### src/rtl/and_share_arbiter.sv
// and_share_arbiter: round-robin arbiter sharing one registered N-bit AND unit among NUM_REQ requesters
// ports: clk, rst_n (async, active-low); req_valid/req_ready/req_a/req_b per-requester request channel;
//        rsp_valid/rsp_ready/rsp_data/rsp_id response channel; busy (state != IDLE); done_cnt (completed responses)
module and_share_arbiter #(
  parameter int N = 5,
  parameter int NUM_REQ = 4,
  parameter int ID_W = ($clog2(NUM_REQ) > 0) ? $clog2(NUM_REQ) : 1,
  parameter int CNT_W = 8
) (
  input  logic                 clk,
  input  logic                 rst_n,
  input  logic [NUM_REQ-1:0]   req_valid,
  output logic [NUM_REQ-1:0]   req_ready,
  input  logic [NUM_REQ*N-1:0] req_a,
  input  logic [NUM_REQ*N-1:0] req_b,
  output logic                 rsp_valid,
  input  logic                 rsp_ready,
  output logic [N-1:0]         rsp_data,
  output logic [ID_W-1:0]      rsp_id,
  output logic                 busy,
  output logic [CNT_W-1:0]     done_cnt
);
  localparam logic [1:0] IDLE = 2'd0, EXEC = 2'd1, RESP = 2'd2;
  logic [1:0] state;
  logic [ID_W-1:0] rr_ptr, win, op_id;
  logic [N-1:0] op_a, op_b;
  logic any;
  // scan from the farthest offset down so the requester closest to rr_ptr wins
  always_comb begin
    win = '0;
    for (int k = NUM_REQ - 1; k >= 0; k--)
      if (req_valid[(int'(rr_ptr) + k) % NUM_REQ]) win = ID_W'((int'(rr_ptr) + k) % NUM_REQ);
  end
  assign any = |req_valid;
  assign req_ready = (state == IDLE && any) ? NUM_REQ'(1) << win : '0;
  assign busy = state != IDLE;
  always_ff @(posedge clk or negedge rst_n) begin
    if (!rst_n) begin
      state <= IDLE;
      rr_ptr <= '0;
      op_a <= '0;
      op_b <= '0;
      op_id <= '0;
      rsp_valid <= 1'b0;
      rsp_data <= '0;
      rsp_id <= '0;
      done_cnt <= '0;
    end else begin
      case (state)
        IDLE: if (any) begin
          op_a <= req_a[win*N +: N];
          op_b <= req_b[win*N +: N];
          op_id <= win;
          state <= EXEC;
        end
        EXEC: begin
          rsp_data <= op_a & op_b;
          rsp_id <= op_id;
          rsp_valid <= 1'b1;
          state <= RESP;
        end
        RESP: if (rsp_ready) begin
          rsp_valid <= 1'b0;
          rr_ptr <= (rsp_id == ID_W'(NUM_REQ - 1)) ? '0 : rsp_id + 1'b1;
          done_cnt <= done_cnt + 1'b1;
          state <= IDLE;
        end
        default: state <= IDLE;
      endcase
    end
  end
endmodule

### config.mk
export PLATFORM = sky130hd
export DESIGN_NAME = and_share_arbiter
export DESIGN_NICKNAME = d
export VERILOG_FILES = /design/src/rtl/and_share_arbiter.sv
export SDC_FILE = /design/constraint.sdc
export NUM_CORES = 1
export LEC_CHECK = 0
export BUFFER_PORTS_ARGS = -buffer_cell sky130_fd_sc_hd__buf_4
export CAP_MARGIN = 20
export CORE_AREA = 4 4 94 52
export CTS_BUF_LIST = sky130_fd_sc_hd__clkbuf_8
export CTS_CLUSTER_DIAMETER = 120
export DETAILED_ROUTE_END_ITERATION = 8
export DIE_AREA = 0 0 98 56
export HOLD_SLACK_MARGIN = 0.06
export PLACE_DENSITY = 0.72
export REMOVE_ABC_BUFFERS = 1
export SLEW_MARGIN = 15
export SYNTH_ARGS = -nofsm -noshare
export SYNTH_HDL_FRONTEND = slang
export SYNTH_SLANG_ARGS = --single-unit
### constraint.sdc
create_clock -name clk -period 4.7 [get_ports clk]
set_input_delay 0.235 -clock clk [delete_from_list [all_inputs] [get_ports clk]]
set_output_delay 0.235 -clock clk [all_outputs]
set_load 0.005 [all_outputs]
==> impl_metrics.yaml <==
drt:
  ant_nets: 0
  drt_iter0_drc: 73
  wl_per_cell_microns: 15.2
  vias: 1479
  dr.pass1.iters: 4
  vias_per_cell: 5.03
  drc: 0
  routed_wl_mm: 4.46
worst_setup_path:
  critical_path.startpoint_type: "flip-flop"
  crit_fanout: 12
  critPathKind: "flip-flop to primary output"
  worstPathArrival_ns: 2.26
  cp.required_ns: 4.47
  cp-end-kind: "primary output"
power:
  powerDensity_nw_per_um2: 538
  p_leak_nw: 1.15
  vdd_drop_max_mv: 0.279
  power_mw: 1.27
timing:
  max_freq_mhz: 401
  fin_crit_ns: 2.49
  hold_viol: 0
  rsz0062_at_grt: "false"
  finalMaxSlewViolations: 0
  relSlewSlack_pct: 45.8
  finalSetupViolations: 0
  tightest_slew_ns: 0.813
  fin_crit_sh_pct: 53.1
  fin_worst_skew_ns: 0.0115
  tns_ns: 0
grt:
  grt_max_degree: 33
  grt_overflow: 0
  grtUsageTotal_pct: 16.6
  grt_pass1_wl_mm: 7.43
  antenna_found_initial: 0
  grt_pass1_vias: 1497
place:
  io_buffers: 67
  dpl.hpwl_mm: 3.34
  dpl-instance-area_sq_um: 2270
  globalplace.congestion: 0.797
layout:
  drive_gt1_share_pct: 41.4
  final_common_cell: "buf_4"
  antenna_cells: 0
  mostFrequentLayoutCells: "buf_4 (67), dfrtp_1 (32), nand2_1 (22)"
  areaGrowthSynthToFinish_pct: 35.2
  fin_util_pct: 57.1
  final_area_sq_um: 2370
  nNetsFinal: 285
logic_synthesis:
  yosys_warnings: 0
  synth_cell_type_count: 34
  synth_seq_cells: 32
  yosysSeqAreaShare_pct: 45.7
  syn_area_sq_um: 1750
  netlist_instances: 169
  syn_avg_cell_area_sq_um: 10.4
worst_hold_path:
  hp-class: "primary input to flip-flop"
cts:
  post_cts_buffers: 0
  cts_root_buf: "clkbuf_8"
  numCtsBuffers: 5
  htree_levels: 2
  cts.sinks: 32
  insertion_delay_ns: 0.28
  clk_pin_slew_ns: 0.07
  ctsLongestPathBuffers: 2
  cts_tree: "done"
die:
  io_pins: 68
  initial_core_util_pct: 42.2
  core_area_sq_um: 4150
  die_h_microns: 56
  die_x_microns: 98
  row_count: 17
  die_area_sq_um: 5490
flow_run:
  maxCapViolations: 0
outcome:
  status: "complete, no violations"
-- stage by stage --
stage	setup slack (ns)	cells	hold WS (ns)
floorplan	2.86	161	-0.0606
global placement	2.58	285	0.194
detailed placement	2.52	285	0.197
CTS	2.20	294	0.214
global route	2.03	294	0.247
finish	2.21	294	0.215
-- logic make-up (layout without fill, tap and decap cells) --
group | Yosys count | in the layout | synth area share [%]
DFF | 32 | 32 | 45.7
muxes | 13 | 13 | 7.64
buffers and inverters | 13 | 81 | 4.29
adders and majority gates | 2 | 2 | 1.43
xor gates and xnor gates | 7 | 7 | 3.50
AOI/OAI and AO/OA | 46 | 46 | 22.9
and+or+nand+nor | 56 | 56 | 14.5
-- repair_timing --
action | 4_1_cts | 5_1_grt
resized for setup | 0 | 0
hold buffers | 1 | 0
hold endpoints to repair | 32 | 0
-- cell type report --
type	instances	area, sq um
fillers	363	1780
multi-input cells	124	876
flip-flops and latches	32	801
repair buffers	68	513
well taps	57	71.3
clock buffers	5	68.8
inverters	5	20.0
clock inverters	3	18.8
-- flip-flops by register name, indices dropped and copies added (netlist names) --
register / count
rr_ptr: 2
op_b: 5
rsp_data: 5
done_cnt: 8
op_id: 2
op_a: 5
rsp_id: 2
rsp_valid: 1
state: 2
-- worst max-delay path, stage by stage, from the launching register on --
cell	delay [ns]
dfrtp_1	0.46
a21boi_1	0.17
o32a_1	0.43
and2_1	0.58
and3_1	0.25
buf_4	0.10
-- where the power goes --
group / internal (mW) / total, mW / switching [mW]
sequential: 0.395 / 0.485 / 0.0899
clock: 0.103 / 0.206 / 0.103
combinational: 0.276 / 0.584 / 0.308
total: 0.774 / 1.27 / 0.501
-- final timing paths --
check                                to  depth (start not counted)        start  slack [ns]
max reg2reg                     op_b[1]                          5    rr_ptr[1]        2.50
min                            state[1]                          4    rsp_ready        0.22
min reg2reg                 done_cnt[7]                          1  done_cnt[7]        0.48
min in group asynchronous   rsp_data[2]                          2        rst_n        0.43
max in group asynchronous       op_b[3]                          2        rst_n        3.97
max                        req_ready[1]                          5    rr_ptr[1]        2.21
-- metal layers --
metal / global-route usage [%] / part of all wire, % / vias up / wire length (microns)
li1: - / - / 735 / -
met5: 0 / 0 / - / 0
met1: 25.1 / 52 / 696 / 2330
met2: 23.1 / 40 / 48 / 1800
met3: 5.76 / 7.4 / 0 / 328
met4: 1.97 / 0 / 0 / 0
-- Yosys cell counts --
master	n	area share (%)
a211oi_1	5	2.1
nand2_1	22	4.7
buf_4	2	0.86
xnor2_1	5	2.5
o21ai_0	8	2.3
clkinv_2	1	0.29
or2_4	1	0.50
mux2i_1	10	5.7
mux2_2	3	1.9
a211oi_2	15	11
buf_6	2	1.3
and3_1	3	1.1
nand2b_1	1	0.36
o221ai_2	1	0.86
dfrtp_1	32	46
or3_1	1	0.36
o22ai_1	1	0.36
nor3_1	1	0.29
nand2_2	2	0.71
nand3_1	5	1.4
a21boi_1	11	4.7
ha_1	2	1.4
inv_1	4	0.86
a21o_1	1	0.43
nor4_1	1	0.36
nand3b_1	1	0.43
and2_1	2	0.71
nor2_1	15	3.2
clkbuf_1	2	0.43
o32a_1	1	0.57
buf_2	2	0.57
a21oi_1	3	0.86
xor2_1	2	1.0
or2_1	1	0.36
No activity file was read; power rests on OpenSTA's default activity.
